$ cat config.mk
export PLATFORM = sky130hd
export DESIGN_NAME = fir_tap_sequencer_flat
export DESIGN_NICKNAME = d
export VERILOG_FILES = /design/src/rtl/fir_tap_sequencer_if.sv /design/src/rtl/fir_tap_sequencer.sv /design/src/flat_wrapper.sv
export SDC_FILE = /design/constraint.sdc
export NUM_CORES = 1
export LEC_CHECK = 0
export BUFFER_PORTS_ARGS = -buffer_cell sky130_fd_sc_hd__buf_2
export CORE_MARGIN = 2
export CORE_UTILIZATION = 45
export CTS_CLUSTER_SIZE = 14
export DETAILED_ROUTE_END_ITERATION = 8
export MAX_ROUTING_LAYER = met4
export SYNTH_ARGS = -nofsm -noshare
export SYNTH_HDL_FRONTEND = slang
export SYNTH_SLANG_ARGS = --single-unit
$ cat constraint.sdc
create_clock -name clk -period 14 [get_ports clk]
set_input_delay 2.8 -clock clk [delete_from_list [all_inputs] [get_ports clk]]
set_output_delay 2.8 -clock clk [all_outputs]
set_load 0.02 [all_outputs]
$ cat src/rtl/fir_tap_sequencer_if.sv
// rtl/fir_tap_sequencer_if.sv - operand/handshake bundle between filter control and the float16 PE
// Purpose: groups coefficient write, sample input, PE operand and filter output signals.
// Ports (modport slave = sequencer side):
//   coef_we/coef_addr/coef_data  coefficient register write
//   in_valid/in_data/in_ready    sample input handshake
//   pe_clear/pe_a/pe_b/pe_result PE accumulator clear, operands, accumulated result
//   out_valid/out_data/out_ready filter output handshake
interface fir_tap_sequencer_if #(
    parameter int DATA_WIDTH = 16,
    parameter int IDX_WIDTH  = 3
);
    logic                  coef_we;
    logic [IDX_WIDTH-1:0]  coef_addr;
    logic [DATA_WIDTH-1:0] coef_data;
    logic                  in_valid;
    logic [DATA_WIDTH-1:0] in_data;
    logic                  in_ready;
    logic                  pe_clear;
    logic [DATA_WIDTH-1:0] pe_a;
    logic [DATA_WIDTH-1:0] pe_b;
    logic [DATA_WIDTH-1:0] pe_result;
    logic                  out_valid;
    logic [DATA_WIDTH-1:0] out_data;
    logic                  out_ready;

    modport slave (
        input  coef_we, coef_addr, coef_data, in_valid, in_data, pe_result, out_ready,
        output in_ready, pe_clear, pe_a, pe_b, out_valid, out_data
    );

    modport master (
        output coef_we, coef_addr, coef_data, in_valid, in_data, pe_result, out_ready,
        input  in_ready, pe_clear, pe_a, pe_b, out_valid, out_data
    );
endinterface

$ cat src/rtl/fir_tap_sequencer.sv
// rtl/fir_tap_sequencer.sv - tap sequencer feeding (sample, coefficient) pairs to a float16 MAC PE
// Purpose: holds the TAPS-deep sample delay line and coefficient file; per accepted sample it
//   clears the PE, streams TAPS operand pairs, captures the PE sum and offers it downstream.
// Ports: clk, reset (async, active-high), bus (fir_tap_sequencer_if.slave);
//   sample_cnt (16-bit output handshake counter) only when SEQ_SAMPLE_CNT_EN is defined.
module fir_tap_sequencer #(
    parameter int DATA_WIDTH = 16,
    parameter int TAPS       = 8,
    parameter int IDX_WIDTH  = 3
) (
    input  logic                   clk,
    input  logic                   reset,
`ifdef SEQ_SAMPLE_CNT_EN
    output logic [15:0]            sample_cnt,
`endif
    fir_tap_sequencer_if.slave     bus
);
    typedef enum logic [1:0] {S_IDLE, S_MAC, S_DRAIN, S_OUT} state_t;

    // One extra bit so the counter can reach TAPS even when TAPS == 2**IDX_WIDTH.
    localparam logic [IDX_WIDTH:0] TAPS_CNT = (IDX_WIDTH+1)'(TAPS);

    state_t                state_q, state_d;
    logic [IDX_WIDTH:0]    idx_q, idx_d;
    logic                  pe_clear_q, pe_clear_d;
    logic [DATA_WIDTH-1:0] pe_a_q, pe_a_d;
    logic [DATA_WIDTH-1:0] pe_b_q, pe_b_d;
    logic                  out_valid_q, out_valid_d;
    logic [DATA_WIDTH-1:0] out_data_q, out_data_d;
    logic [DATA_WIDTH-1:0] x_q [TAPS];
    logic [DATA_WIDTH-1:0] x_d [TAPS];
    logic [DATA_WIDTH-1:0] c_q [TAPS];
    logic [DATA_WIDTH-1:0] c_d [TAPS];
`ifdef SEQ_SAMPLE_CNT_EN
    logic [15:0]           cnt_q, cnt_d;
`endif

    always_ff @(posedge clk or posedge reset) begin
        if (reset) begin
            state_q     <= S_IDLE;
            idx_q       <= '0;
            pe_clear_q  <= 1'b1;
            pe_a_q      <= '0;
            pe_b_q      <= '0;
            out_valid_q <= 1'b0;
            out_data_q  <= '0;
            for (int i = 0; i < TAPS; i++) begin
                x_q[i] <= '0;
                c_q[i] <= '0;
            end
`ifdef SEQ_SAMPLE_CNT_EN
            cnt_q       <= '0;
`endif
        end else begin
            state_q     <= state_d;
            idx_q       <= idx_d;
            pe_clear_q  <= pe_clear_d;
            pe_a_q      <= pe_a_d;
            pe_b_q      <= pe_b_d;
            out_valid_q <= out_valid_d;
            out_data_q  <= out_data_d;
            for (int i = 0; i < TAPS; i++) begin
                x_q[i] <= x_d[i];
                c_q[i] <= c_d[i];
            end
`ifdef SEQ_SAMPLE_CNT_EN
            cnt_q       <= cnt_d;
`endif
        end
    end

    always_comb begin
        state_d     = state_q;
        idx_d       = idx_q;
        pe_clear_d  = pe_clear_q;
        pe_a_d      = pe_a_q;
        pe_b_d      = pe_b_q;
        out_valid_d = out_valid_q;
        out_data_d  = out_data_q;
        x_d         = x_q;
        c_d         = c_q;
`ifdef SEQ_SAMPLE_CNT_EN
        cnt_d       = cnt_q;
`endif

        // Coefficients only change between samples; c_q[0] below is the pre-edge value.
        if (state_q == S_IDLE && bus.coef_we && ({1'b0, bus.coef_addr} < TAPS_CNT)) begin
            c_d[bus.coef_addr] = bus.coef_data;
        end

        case (state_q)
            S_IDLE: begin
                pe_clear_d = 1'b1;
                pe_a_d     = '0;
                pe_b_d     = '0;
                if (bus.in_valid) begin
                    x_d[0] = bus.in_data;
                    for (int i = 1; i < TAPS; i++) begin
                        x_d[i] = x_q[i-1];
                    end
                    pe_clear_d = 1'b0;
                    pe_a_d     = bus.in_data;
                    pe_b_d     = c_q[0];
                    idx_d      = 1;
                    state_d    = S_MAC;
                end
            end
            S_MAC: begin
                if (idx_q == TAPS_CNT) begin
                    pe_a_d  = '0;
                    pe_b_d  = '0;
                    state_d = S_DRAIN;
                end else begin
                    pe_a_d = x_q[idx_q[IDX_WIDTH-1:0]];
                    pe_b_d = c_q[idx_q[IDX_WIDTH-1:0]];
                    idx_d  = idx_q + 1'b1;
                end
            end
            S_DRAIN: begin
                // PE output is registered, so the pre-edge value already holds all TAPS products.
                out_data_d  = bus.pe_result;
                out_valid_d = 1'b1;
                pe_clear_d  = 1'b1;
                state_d     = S_OUT;
            end
            S_OUT: begin
                if (bus.out_ready) begin
                    out_valid_d = 1'b0;
                    state_d     = S_IDLE;
`ifdef SEQ_SAMPLE_CNT_EN
                    cnt_d       = cnt_q + 16'd1;
`endif
                end
            end
            default: state_d = S_IDLE;
        endcase
    end

    assign bus.in_ready  = (state_q == S_IDLE);
    assign bus.pe_clear  = pe_clear_q;
    assign bus.pe_a      = pe_a_q;
    assign bus.pe_b      = pe_b_q;
    assign bus.out_valid = out_valid_q;
    assign bus.out_data  = out_data_q;
`ifdef SEQ_SAMPLE_CNT_EN
    assign sample_cnt    = cnt_q;
`endif
endmodule

$ cat src/flat_wrapper.sv
// flat-port wrapper written by rule: the top's interface ports become plain ports
module fir_tap_sequencer_flat 
#(
    parameter int DATA_WIDTH = 16,
    parameter int TAPS       = 8,
    parameter int IDX_WIDTH  = 3
)
  (clk, reset, bus_coef_we, bus_coef_addr, bus_coef_data, bus_in_valid, bus_in_data, bus_pe_result, bus_out_ready, bus_in_ready, bus_pe_clear, bus_pe_a, bus_pe_b, bus_out_valid, bus_out_data);
  fir_tap_sequencer_if #(.DATA_WIDTH(DATA_WIDTH), .IDX_WIDTH(IDX_WIDTH)) bus_i ();
  input  logic clk;
  input  logic reset;
  input wire logic [$bits(bus_i.coef_we)-1:0] bus_coef_we;
  input wire logic [$bits(bus_i.coef_addr)-1:0] bus_coef_addr;
  input wire logic [$bits(bus_i.coef_data)-1:0] bus_coef_data;
  input wire logic [$bits(bus_i.in_valid)-1:0] bus_in_valid;
  input wire logic [$bits(bus_i.in_data)-1:0] bus_in_data;
  input wire logic [$bits(bus_i.pe_result)-1:0] bus_pe_result;
  input wire logic [$bits(bus_i.out_ready)-1:0] bus_out_ready;
  output wire logic [$bits(bus_i.in_ready)-1:0] bus_in_ready;
  output wire logic [$bits(bus_i.pe_clear)-1:0] bus_pe_clear;
  output wire logic [$bits(bus_i.pe_a)-1:0] bus_pe_a;
  output wire logic [$bits(bus_i.pe_b)-1:0] bus_pe_b;
  output wire logic [$bits(bus_i.out_valid)-1:0] bus_out_valid;
  output wire logic [$bits(bus_i.out_data)-1:0] bus_out_data;
  assign bus_i.coef_we = bus_coef_we;
  assign bus_i.coef_addr = bus_coef_addr;
  assign bus_i.coef_data = bus_coef_data;
  assign bus_i.in_valid = bus_in_valid;
  assign bus_i.in_data = bus_in_data;
  assign bus_i.pe_result = bus_pe_result;
  assign bus_i.out_ready = bus_out_ready;
  assign bus_in_ready = bus_i.in_ready;
  assign bus_pe_clear = bus_i.pe_clear;
  assign bus_pe_a = bus_i.pe_a;
  assign bus_pe_b = bus_i.pe_b;
  assign bus_out_valid = bus_i.out_valid;
  assign bus_out_data = bus_i.out_data;
  fir_tap_sequencer #(.DATA_WIDTH(DATA_WIDTH), .TAPS(TAPS), .IDX_WIDTH(IDX_WIDTH)) u_core (.clk(clk), .reset(reset), .bus(bus_i));
endmodule
==> metrics.yaml <==
drtAntennaViolNets: 0
drt-pass1-iter-count: 7
hold_buffers: 0
stdcell_count: 1792
drt-initial-drc-count: 656
nNetsFinal: 1434
drt_drc_violations_left: 0
crit_arrival_ns: 5.13
status: "complete, no violations"
total_power_mw: 3.82
clk_path_buf_depth: 3
finalSetupViolCount: 0
coreArea_um2: 30700
ys_ff_latch: 312
critPathTopFamily: "buffers and inverters"
clock-skew-final_ns: 0.0165
worstSkewPairLatency_ns: 0.52
grt_overflow_total: 0
ios: 107
final_max_slew_viol_count: 0
synth_commonest_cells: "405 x nand2_1, 311 x dfrtp_1, 129 x mux2i_1"
syn_area_um2: 14100
numCtsBuffers: 35
syn_nets: 1358
crit_buf_inv: 2
rows: 64
period_share_pct: 33.4
wl_um: 32800
whs_ns: 0.474
cp.required_ns: 14.46
peakVddDrop_v: 0.000143
slew-limit-headroom_pct: 20.6
area.growth.synth_to_final_pct: 13.8
path_clk_slew_ns: 0.06
via_per_inst: 5.35
p_leak_nw: 8.33
min_period_ns: 4.67
initial_core_util_pct: 45.9
wl_per_cell_um: 18.3
synth_cell_types: 36
netlist_instances: 1295
final_cell_area_um2: 16000
antenna_found_initial: 1
dpl.cell_count: 1730
yosysMostFrequentCell: "nand2_1"
worst_pin_slew_ns: 1.19
gp_congestion: 0.707
min_path_type: "reg -> reg"
synth_area_leader_cell: "dfrtp_1"
netlist_top_cells_area: "dfrtp_1 55%, nand2_1 11%, mux2_2 10%"
cts_resized: 0
max_freq_mhz: 214
layout-drive-gt1-share_pct: 24.7
portBuffers: 106
hold_violations: 0
synth_top_area_share_pct: 55.3
grt_max_degree: 186
cpPeakStageDelay_ns: 0.81
fp.dieH_um: 181
postCtsSetupRepairBufs: 0
clock-sinks: 312
cp_max_fo: 88
rsz0062_at_grt: "false"
grt_pass1_vias: 9821
dp_hpwl_um: 18200
pre_cts_slack_ns: 8.82
die_w_um: 181
htree_levels: 2
cts_tree: "done"
yosysWarningCount: 0
routed-via-count: 9596
synth_edf_count: 0
seq_area_frac_synth_pct: 55.4
startpoint_type: "primary input"
avgSynthCellArea_um2: 10.9
drv_cap: 0
synthArstFlopShare_pct: 100
placed_area_um2: 14900
tns_ns: 0
power.density_nw_per_um2: 238
utilization_pct: 52.3
slowest_stage: "buf_4"
path_class: "in -> reg"
global_route.usage.total_pct: 21.1
synth_ff_type: "dfrtp_1"
timing.final.ws_setup_ns: 9.33
cp-end-kind: "flop"
die-area_um2: 32700
crit_path_cell_trace: "buf_2, and2_4, buf_4, nand2_1, a21oi_1, a31o_2"
cts-root-buf: "clkbuf_16"
grt_pass1_wl_um: 54100
## flip-flops by register name (all words and copies together), names as in the netlist
| signal | count |
|---|---|
| u_core.bus.pe_b | 16 |
| u_core.state_q | 2 |
| u_core.bus.out_data | 16 |
| u_core.bus.pe_clear | 1 |
| u_core.idx_q | 4 |
| u_core.bus.pe_a | 16 |
| u_core.c_q | 128 |
| u_core.bus.out_valid | 1 |
| u_core.x_q | 128 |
## layout make-up
class	instances	area, µm²
Fill cell	2814	14600
Timing Repair Buffer	124	678
Multi-Input combinational cell	890	5900
Sequential cell	312	7810
Clock inverter	12	83.8
Tap cell	396	495
Antenna cell	1	2.50
Inverter	8	37.5
Clock buffer	49	1020
## layer usage
layer	up-vias	share of wire [%]	track usage (%)
met4	0	1.7	5.00
met5	-	0	-
met3	44	3.9	3.08
met1	4813	47	28.9
met2	163	47	33.2
li1	4576	-	-
## cells by family (layout without fill, tap and decap cells)
kind of cell | Yosys count | count (layout) | synth area share, %
buffers and inverters | 93 | 193 | 2.80
other | 0 | 1 | 0
DFF | 312 | 312 | 55.4
and+or+nand+nor | 467 | 467 | 13.2
muxes | 275 | 275 | 21.1
AOI/OAI and AO/OA | 141 | 141 | 6.81
adders and majority gates | 7 | 7 | 0.622
## placed cells by master, fill, tap and decap left out, types with 17 or more instances in the layout
cell type  instances
buf_4             17
dfrtp_1          310
nand2_1          404
mux2i_1          129
mux2_2           127
nand3_1           20
buf_2            106
o21ai_0           17
clkbuf_16         36
a22oi_1           65
a21oi_1           34
## worst register-to-register path, cell delays in order (launching register included)
cell     delay, ns
dfrtp_4       0.98
inv_1         0.12
ha_1          0.23
nand2_1       0.11
o21a_1        0.53
buf_4         0.52
a21oi_1       0.14
o221a_2       0.27
## where the power goes
part / switching, mW / total [mW] / internal (mW)
Combinational: 0.743 / 1.35 / 0.611
Sequential: 0.274 / 1.58 / 1.31
Clock: 0.371 / 0.882 / 0.511
Total: 1.39 / 3.82 / 2.43
## worst paths after layout
kind	start	end	slack, ns	cells past startpoint
max	bus_in_valid	u_core.bus.pe_a[15]	9.33	6
min	u_core.x_q[3]	u_core.x_q[3]	0.47	2
max reg2reg	u_core.idx_q[0]	u_core.idx_q[0]	10.99	7
min reg2reg	u_core.x_q[3]	u_core.x_q[3]	0.47	2
max in group asynchronous	reset	u_core.idx_q[0]	9.82	3
min in group asynchronous	reset	u_core.bus.out_data[14]	2.49	2
No activity file was read; power rests on OpenSTA's default activity.
